--- config.mk ---
export PLATFORM = sky130hd
export DESIGN_NAME = argmax_seq_ctrl
export DESIGN_NICKNAME = d
export VERILOG_FILES = /design/src/rtl/argmax_seq_ctrl.sv
export SDC_FILE = /design/constraint.sdc
export NUM_CORES = 1
export LEC_CHECK = 0
export CAP_MARGIN = 0
export CORE_UTILIZATION = 36
export DETAILED_ROUTE_END_ITERATION = 8
export SLEW_MARGIN = 10
export SYNTH_ARGS = -nofsm -noshare
export SYNTH_HDL_FRONTEND = slang
export SYNTH_SLANG_ARGS = --single-unit
--- constraint.sdc ---
create_clock -name clk -period 6.1 [get_ports clk]
set_input_delay 1.22 -clock clk [delete_from_list [all_inputs] [get_ports clk]]
set_output_delay 1.22 -clock clk [all_outputs]
set_load 0.02 [all_outputs]
--- src/rtl/argmax_seq_ctrl.sv ---
// -----------------------------------------------------------------------------
// argmax_seq_ctrl
//
// Serial argmax over one classification frame. A frame is opened with start,
// then HEIGHT signed Q(BITS_INT.BITS_FRC) scores arrive one per beat over a
// valid/ready handshake. The running signed maximum and its index are tracked;
// when the frame closes the predicted class is presented over a second
// valid/ready handshake. Framing problems (early or missing in_last) are
// reported through frame_err, with predict_num forced to NO_CLASS.
//
// Ports
//   clk          rising-edge clock
//   reset        asynchronous, active-low reset
//   start        single-cycle request to open a frame
//   abort        synchronous abandon of the current frame (highest priority)
//   in_valid     score beat valid
//   in_data      score, two's complement Q(BITS_INT.BITS_FRC)
//   in_last      final beat marker
//   in_ready     beat accepted when high (decoded from state only)
//   out_valid    result valid, held until out_ready
//   out_ready    consumer takes the result
//   predict_num  winning index 0..HEIGHT-1 (zero-extended) or NO_CLASS
//   max_score    winning score
//   frame_err    framing error flag, meaningful while out_valid=1
//   busy         high whenever the controller is not idle (decoded from state)
// -----------------------------------------------------------------------------
`timescale 1ns/1ps

module argmax_seq_ctrl #(
  parameter int BITS_INT = 4,
  parameter int BITS_FRC = 12,
  parameter int HEIGHT   = 10,
  parameter int NO_CLASS = 15,
  localparam int W       = BITS_INT + BITS_FRC
) (
  input  logic         clk,
  input  logic         reset,
  input  logic         start,
  input  logic         abort,
  input  logic         in_valid,
  input  logic [W-1:0] in_data,
  input  logic         in_last,
  output logic         in_ready,
  output logic         out_valid,
  input  logic         out_ready,
  output logic [W-1:0] predict_num,
  output logic [W-1:0] max_score,
  output logic         frame_err,
  output logic         busy
);

  localparam int            IW            = (HEIGHT > 1) ? $clog2(HEIGHT) : 1;
  localparam logic [IW-1:0] LAST_IDX      = IW'(HEIGHT - 1);
  localparam logic [W-1:0]  NO_CLASS_CODE = W'(NO_CLASS);

  typedef enum logic [1:0] {
    IDLE,
    COLLECT,
    DONE
  } state_t;

  state_t        state;
  logic [IW-1:0] idx;       // position of the next beat within the frame
  logic [IW-1:0] best_idx;  // index of the running maximum

  logic          at_last_idx;
  logic          take;
  logic          end_beat;
  logic          beat_err;
  logic [IW-1:0] win_idx;

  // Handshake-side outputs decode from state alone, so no input reaches them
  // combinationally.
  assign in_ready = (state == COLLECT);
  assign busy     = (state != IDLE);

  always_comb begin
    at_last_idx = (idx == LAST_IDX);
    // First beat seeds the maximum unconditionally; afterwards strictly
    // greater wins, so ties keep the lowest index.
    take        = (idx == '0) || ($signed(in_data) > $signed(max_score));
    // The frame closes on an explicit in_last or on the HEIGHT-th beat,
    // whichever comes first; any disagreement between the two is an error.
    end_beat    = in_last || at_last_idx;
    beat_err    = (in_last && !at_last_idx) || (!in_last && at_last_idx);
    win_idx     = take ? idx : best_idx;
  end

  always_ff @(posedge clk or negedge reset) begin
    if (!reset) begin
      state       <= IDLE;
      idx         <= '0;
      best_idx    <= '0;
      out_valid   <= 1'b0;
      predict_num <= NO_CLASS_CODE;
      max_score   <= '0;
      frame_err   <= 1'b0;
    end else if (abort) begin
      state       <= IDLE;
      idx         <= '0;
      out_valid   <= 1'b0;
      predict_num <= NO_CLASS_CODE;
      frame_err   <= 1'b0;
    end else begin
      case (state)
        IDLE: begin
          if (start) begin
            state     <= COLLECT;
            idx       <= '0;
            frame_err <= 1'b0;
          end
        end

        COLLECT: begin
          if (in_valid) begin
            if (take) begin
              max_score <= in_data;
              best_idx  <= idx;
            end
            if (end_beat) begin
              state       <= DONE;
              out_valid   <= 1'b1;
              frame_err   <= beat_err;
              predict_num <= beat_err ? NO_CLASS_CODE : W'(win_idx);
            end else begin
              idx <= idx + IW'(1);
            end
          end
        end

        DONE: begin
          if (out_ready) begin
            out_valid <= 1'b0;
            idx       <= '0;
            // A start coinciding with the result handshake opens the next
            // frame without passing through IDLE.
            if (start) begin
              state     <= COLLECT;
              frame_err <= 1'b0;
            end else begin
              state <= IDLE;
            end
          end
        end

        default: state <= IDLE;
      endcase
    end
  end

endmodule

# Word level (Yosys, flattened, before mapping)
# Cells that the tools add are included.
# classes
n_addsub,1
order_cmp,1
eq_ne,8
muxes,30
n_bitwise,1
reduce_logical,22
# ops
operator,count
2-to-1 mux 16 bit,4
2-to-1 mux 4 bit,7
greater-than comparator 16 bit,1
AND reduction 4 bit,4
"!= test 3 bit, second input constant",4
case mux 4 bit (3 select lines),1
2-to-1 mux 1 bit,10
2-to-1 mux 2 bit,5
nonzero test 2 bit,4
case mux 2 bit (3 select lines),1
AND reduction 3 bit,2
AND reduction 5 bit,1
"adder 4 x 1 -> 4 bit, second input constant",1
"equality test 4 bit, second input constant",1
logical NOT 4 bit,1
nonzero test 4 bit,1
logical OR 1 bit,3
"!= test 3 x 2 -> 1 bit, second input constant",1
case mux 1 bit (3 select lines),1
nonzero test 3 bit,1
"equality test 2 x 1 -> 1 bit, second input constant",1
"equality test 2 bit, second input constant",1
logical AND 1 bit,2
logical NOT 1 bit,2
3 further kinds,3
# word_totals
register_bits,44
in_bits,23
output_inout_bits,36
elab_cells,70

# Depth between registers and ports, before layout
# Gate-level depths: netlist of run 1.
# logic_depth
depth_word,9
mapped_depth,10

# Least setup slack after synthesis of run 1
# OpenSTA, ideal clock, no wires.
# synth_timing
kind,input-to-reg
startpoint,input port in_data[15]
endpoint,register best_idx[0]
arrival_time_ns,3.131
required_time_ns,5.975
setup_slack_ns,2.844
path_stages,8
cell_sequence,ha_1 nand4_4 o21bai_1 a2111oi_1 o31ai_2 o21ai_2 buf_6 mux2_4
# synth_via
elab_chain_len,3
# synth_rtl
item,line,source
from (decl),41,"input logic [W-1:0] in_data,"
greater-than comparator 16 bit,81,take = (idx == '0) || ($signed(in_data) > $signed(max_score));
logical OR 1 bit,81,
2-to-1 mux 4 bit,--,
to (signal assigned),118,best_idx <= idx;
to (decl),64,logic [IW-1:0] best_idx;
# Every way passes these cells.
# A chain may end at the register's enable or synchronous reset.

# Worst setup path after layout of run 1
# layout_timing
startpoint,input port in_data[15]
endpoint,register max_score[0]
# layout_via
elab_chain_len,3
# layout_rtl
item,line,source
greater-than comparator 16 bit,81,
logical OR 1 bit,81,
AND reduction 4 bit (no source line),--,
to (signal assigned),117,max_score <= in_data;
to (decl),47,"output logic [W-1:0] max_score,"
# Every way passes these cells.

==> flow_summary_export.csv, run 1 <==
group,metric,value,unit
run_status,run_status,"finished, final reports clean",
routing,ant_nets,0,
pwr,p_per_area,341,nW/µm²
timing,worst_slack,2020,ps
clock_network,clk_pin_slew,70,ps
timing,hold_violations,0,
layout,drive_gt1_share,15.4,%
yosys,syn_inst,203,
routing,wl_per_cell,13.2,µm
grt,grt_start_max_net_pins,33,
timing,max_freq,245,MHz
yosys,yosysWarnings,0,
setup_path,start_kind,"input port",
clock_network,cts_htree_levels,2,
routing,drt_iter0_drc,47,
timing,post-route-min-period,4080,ps
placed_design,placedCellCount,318,
timing,rsz0062_at_grt,"false",
placed_design,numPortBuffers,46,
setup_path,crit_family,"compound AO/OA/AOI/OAI gates",
timing,setup_violations,0,
clock_network,cts_buffers,5,
timing,drv_slew,0,
routing,drc,0,
pwr,p_leak,0.00128,µW
pwr,max-vdd-ir-drop,0.000163,V
setup_path,critical_path.max_stage_delay,560,ps
placed_design,hpwl,3360,µm
layout,fin_util,48.5,%
layout,synthToLayoutAreaGrowth,26.5,%
layout,final_area,2750,µm²
die,die_width,79.7,µm
layout,final_cell_mix,"clkdlybuf4s50_1 (46), dfrtp_1 (28), inv_1 (23)",
yosys,synth-edff-count,0,
clock_network,cts_setup_buffers,0,
setup_path,cpMaxStageDelayCell,"a2111oi_1",
placed_design,place_area,2660,µm²
timing,finClkSkew,3.43,ps
die,core,5680,µm²
timing,tightest_slew,575,ps
routing,first_pass_iters,4,
clock_network,cts_tree,"done",
die,rows,27,
die,start_util,38.3,%
clock_network,clock-root-buffer,"clkbuf_8",
placed_design,pre_cts_ws,1710,ps
timing,setup_tns,0,ps
die,ios,59,
die,die_h,79.7,µm
layout,layout_commonest_cell,"clkdlybuf4s50_1",
routing,num_vias,1623,
placed_design,gp_congestion,0.814,
yosys,yosysUniqueCellTypes,48,
layout,n_antenna_cell,0,
die,die_area,6360,µm²
grt,overflow,0,
yosys,synth_area_per_cell,10.7,µm²
setup_path,critPathRequiredTime,6270,ps
setup_path,cp_max_fo,14,
setup_path,path_class,"in2reg",
setup_path,path_cells,"clkdlybuf4s50_1, ha_1, nand4_4, o21bai_1, a2111oi_1, o31ai_2, o21ai_2, buf_4, mux2_4",
setup_path,critPathCaptureType,"register",
routing,vias_per_cell,4.98,
yosys,synth-seq-cells,32,
clock_network,hold_buffers,0,
yosys,ys.flop_type,"dfrtp_1",
routing,routed_wl,4320,µm
layout,fin_nets,296,
setup_path,cp_data_arrival_time,4250,ps
clock_network,cts_resized,0,
run,drv_cap,0,
layout,final-instance-count-excl-fill,326,
yosys,syn_area,2180,µm²
clock_network,cts_buffer_depth,2,
grt,antenna_found_initial,0,
clock_network,clock_latency,280,ps
timing,post-route-period-util,66.9,%
yosys,synth_async_sr_flop_share,100,%
clock_network,cts.sinks,32,
grt,grt_pass1_vias,1621,
worst_hold_path,hp-class,"reg2reg",
yosys,synth-seq-area-share,37.0,%
setup_path,critical_path_buf_inv_count,2,
grt,grt_use_total,15.0,%
grt,grt_first_pass_wirelength,7410,µm
timing,maxSlewHeadroom,61.4,%
==> registers in the layout (all words and copies together), names as in the netlist <==
register and cells:
best_idx 4, predict_num 4, out_valid 1, idx 4, state 2, frame_err 1, max_score 16
==> area by class of cell <==
class                      instances  area, µm²
sequential                        32        806
inverter                          23       86.3
clock buffer                       8       90.1
timing repair buffer              48        475
multi-input combinational        143       1200
fill                             541       2920
tap                               72       90.1
==> logic make-up (layout without fill, tap and decap cells) <==
group / Yosys count / after routing / synth area share [%]
simple gates: 49 / 49 / 13.8
compound gates: 43 / 43 / 15.1
buf+inv: 39 / 79 / 9.49
flops: 32 / 32 / 37.0
fa+ha+maj: 20 / 20 / 11.5
mux: 19 / 19 / 12.9
other cells: 1 / 12 / 0.172
==> metal layers <==
metal / up-vias / wire length, µm / share of wire (%) / GRT usage (%)
met5: - / 0 / 0 / 0
met2: 52 / 2070 / 48 / 25.0
li1: 804 / - / - / -
met3: 5 / 275 / 6.4 / 3.89
met4: 0 / 45 / 1.0 / 3.75
met1: 762 / 1930 / 45 / 19.2
==> worst paths after layout <==
path	start	end	slack [ps]	depth (start not counted)
worst max-delay path	in_data[15]	max_score[0]	2020	9
worst min-delay path	frame_err	frame_err	490	2
worst max register to register	max_score[15]	max_score[0]	3020	9
worst min register to register	frame_err	frame_err	490	2
max in group asynchronous	reset	predict_num[2]	4420	2
min in group asynchronous	reset	max_score[2]	1350	2
==> metrics by stage <==
| step | hold slack (ps) | power (µW) |
|---|---|---|
| 3_5_place_dp | 479 | 780 |
| 2_1_floorplan | 458 | 614 |
| 5_1_grt | 515 | 1010 |
| 3_3_place_gp | 476 | 775 |
| 6_report | 493 | 940 |
| 4_1_cts | 498 | 953 |
==> report_power, final <==
group	internal, µW	total, µW	switching (µW)
Clock	92.0	167	75.5
Combinational	236	463	227
Sequential	265	309	44.3
Total	593	940	346
==> worst reg2reg max path, cell delays in order, from the launching register on <==
cell       delay, ps
dfrtp_1          370
inv_1             50
ha_1             340
nand4_4          150
o21bai_1         110
a2111oi_1        560
o31ai_2          220
o21ai_2          460
buf_4            360
mux2_4           330
==> Yosys cell counts, types with 2 or more instances <==
cell	count	area, µm²
or3_1	2	12.5
clkbuf_1	2	7.51
nor3b_1	4	30.0
o22a_1	2	17.5
a41o_1	2	20.0
mux2_4	18	270
ha_1	20	250
buf_4	12	90.1
a21o_1	2	15.0
inv_1	23	86.3
and2_1	2	12.5
nor2_1	7	26.3
dfrtp_1	28	701
a32o_1	2	20.0
dfstp_2	4	105
o31ai_1	2	15.0
nand4_1	4	25.0
o21a_1	2	15.0
o32a_1	2	20.0
o21ai_0	8	40.0
nand3_1	2	10.0
a21oi_1	9	45.0
buf_6	2	22.5
and3_1	3	18.8
nand2b_1	3	18.8
nor2b_1	3	18.8
nand2_1	12	45.0
Note: power is estimated with default switching activity, not from simulation.
==> inputs of run 2 (changes only) <==
==> constraint.sdc (replaced) <==
create_clock -name clk -period 4.24 [get_ports clk]
set_input_delay 0.848 -clock clk [delete_from_list [all_inputs] [get_ports clk]]
set_output_delay 0.848 -clock clk [all_outputs]
set_load 0.02 [all_outputs]
==> run 2 against run 1 <==
First-iteration DRC count rose by 2.1%; routed wire length up 0.83%; clock power rose by 35%; highest routed layer unchanged.
==> flow_summary_export.csv, run 2 (synthesis gave the netlist of run 1 again) <==
group,metric,value,unit
run_status,run_status,"finished, final reports clean",
worst_hold_path,whs_path_depth,2,
setup_path,path_cells,"clkdlybuf4s50_1, ha_1, nand4_4, o21bai_1, a2111oi_1, o31ai_2, o21ai_2, buf_4, mux2_4",
die,die_h,79.7,µm
clock_network,hold_buffers,0,
placed_design,hpwl,3310,µm
timing,setup_tns,0,ps
clock_network,cts_htree_levels,2,
timing,worst_hold_slack,493,ps
die,rows,27,
timing,worst_slack,903,ps
pwr,p_per_area,486,nW/µm²
layout,final-instance-count-excl-fill,327,
grt,grt_first_pass_wirelength,7090,µm
setup_path,ff2ff_setup_slack,1530,ps
setup_path,critPathRequiredTime,4410,ps
setup_path,cp_max_fo,11,
die,start_util,38.3,%
grt,grt_start_max_net_pins,33,
grt,grt_use_total,14.4,%
setup_path,start_kind,"input port",
placed_design,pre_cts_ws,656,ps
placed_design,numPortBuffers,46,
clock_network,clock_latency,280,ps
timing,post-route-period-util,78.7,%
setup_path,critical_path.max_stage_delay,590,ps
setup_path,rr_worst_depth,9,
routing,vias_per_cell,4.94,
timing,max_freq,300,MHz
setup_path,cp_data_arrival_time,3500,ps
setup_path,worstReg2RegStart,"max_score[15]",
die,die_width,79.7,µm
timing,drv_slew,0,
layout,drive_gt1_share,15.7,%
timing,setup_violations,0,
clock_network,cts_tree,"done",
pwr,max-vdd-ir-drop,0.000236,V
placed_design,placedCellCount,319,
routing,num_vias,1616,
layout,regMostFlops,"max_score",
clock_network,clock-root-buffer,"clkbuf_8",
layout,final_cell_mix,"clkdlybuf4s50_1 (46), dfrtp_1 (28), inv_1 (23)",
pwr,power,1340,µW
worst_hold_path,whs_endpoint,"frame_err",
layout,n_antenna_cell,0,
die,core,5680,µm²
routing,wl_per_cell,13.3,µm
timing,post-route-min-period,3340,ps
worst_hold_path,hp-class,"reg2reg",
routing,drc,0,
routing,ant_nets,0,
clock_network,cts_buffers,5,
routing,first_pass_iters,4,
die,ios,59,
timing,finClkSkew,7.67,ps
setup_path,path_class,"in2reg",
layout,fin_nets,297,
setup_path,cpMaxStageDelayCell,"a2111oi_1",
routing,drt_iter0_drc,48,
layout,largest_reg_flops,16,
clock_network,cts.sinks,32,
clock_network,cts_buffer_depth,2,
pwr,p_leak,0.00128,µW
worst_hold_path,holdCritStartpoint,"frame_err",
timing,rsz0062_at_grt,"false",
layout,synthToLayoutAreaGrowth,26.5,%
grt,overflow,0,
grt,grt_pass1_vias,1552,
clock_network,cts_resized,0,
run,drv_cap,0,
clock_network,clk_pin_slew,70,ps
grt,antenna_found_initial,0,
die,die_area,6360,µm²
setup_path,critPathCaptureType,"register",
placed_design,gp_congestion,0.759,
setup_path,worstReg2RegEnd,"max_score[2]",
layout,layout_commonest_cell,"clkdlybuf4s50_1",
timing,hold_violations,0,
timing,maxSlewHeadroom,60.0,%
routing,routed_wl,4360,µm
clock_network,cts_setup_buffers,0,
timing,tightest_slew,598,ps
[run 2: changes by cell type in the layout (fill, tap and decap cells not counted), sizes merged]
cell / delta
clkbuf: -1
buf: +1
clkinv: +1
[run 2: layer usage]
layer / up-vias / track usage [%] / wire length [µm]
li1: 804 / - / -
met1: 767 / 17.8 / 2000
met2: 40 / 25.0 / 2100
met3: 5 / 3.54 / 209
met4: 0 / 3.75 / 40
met5: - / 0 / 0
[run 2: worst max-delay path by stage]
stage / startpoint / endpoint / slack, ps / cells past startpoint
after floorplan: in_data[15] / best_idx[0] / 1360 / 8
after global placement: in_data[15] / max_score[7] / 710 / 9
after CTS: in_data[15] / max_score[2] / 920 / 9
final: in_data[15] / max_score[2] / 900 / 9
after global routing: in_data[15] / max_score[2] / 720 / 9
after detailed placement: in_data[15] / max_score[2] / 660 / 9
[run 2: power breakdown]
part	internal [µW]	switching [µW]	leakage (µW)
logic	341	326	0.000835
registers	381	64.9	0.000400
clock network	115	110	0.0000422
total	837	500	0.00128
[run 2: layout make-up]
cell class | count | area (µm²)
Timing Repair Buffer | 49 | 483
Clock inverter | 1 | 5.00
Multi-Input combinational cell | 143 | 1200
Inverter | 23 | 86.3
Clock buffer | 7 | 76.3
Sequential cell | 32 | 806
Fill cell | 555 | 2920
Tap cell | 72 | 90.1
[run 2: stage by stage]
stage	cell area, µm²	utilization [%]
global route	2750	48.5
CTS	2750	48.5
detailed placement	2670	47.0
finish	2750	48.5
floorplan	2220	-
global placement	2670	47.0
[run 2: worst max-delay path, delay by kind of cell]
kind	cells	cell delay [ps]
AOI/OAI and AO/OA	4	1080
muxes	1	320
and+or+nand+nor	1	160
adders and majority gates	1	380
buffers and inverters	2	700
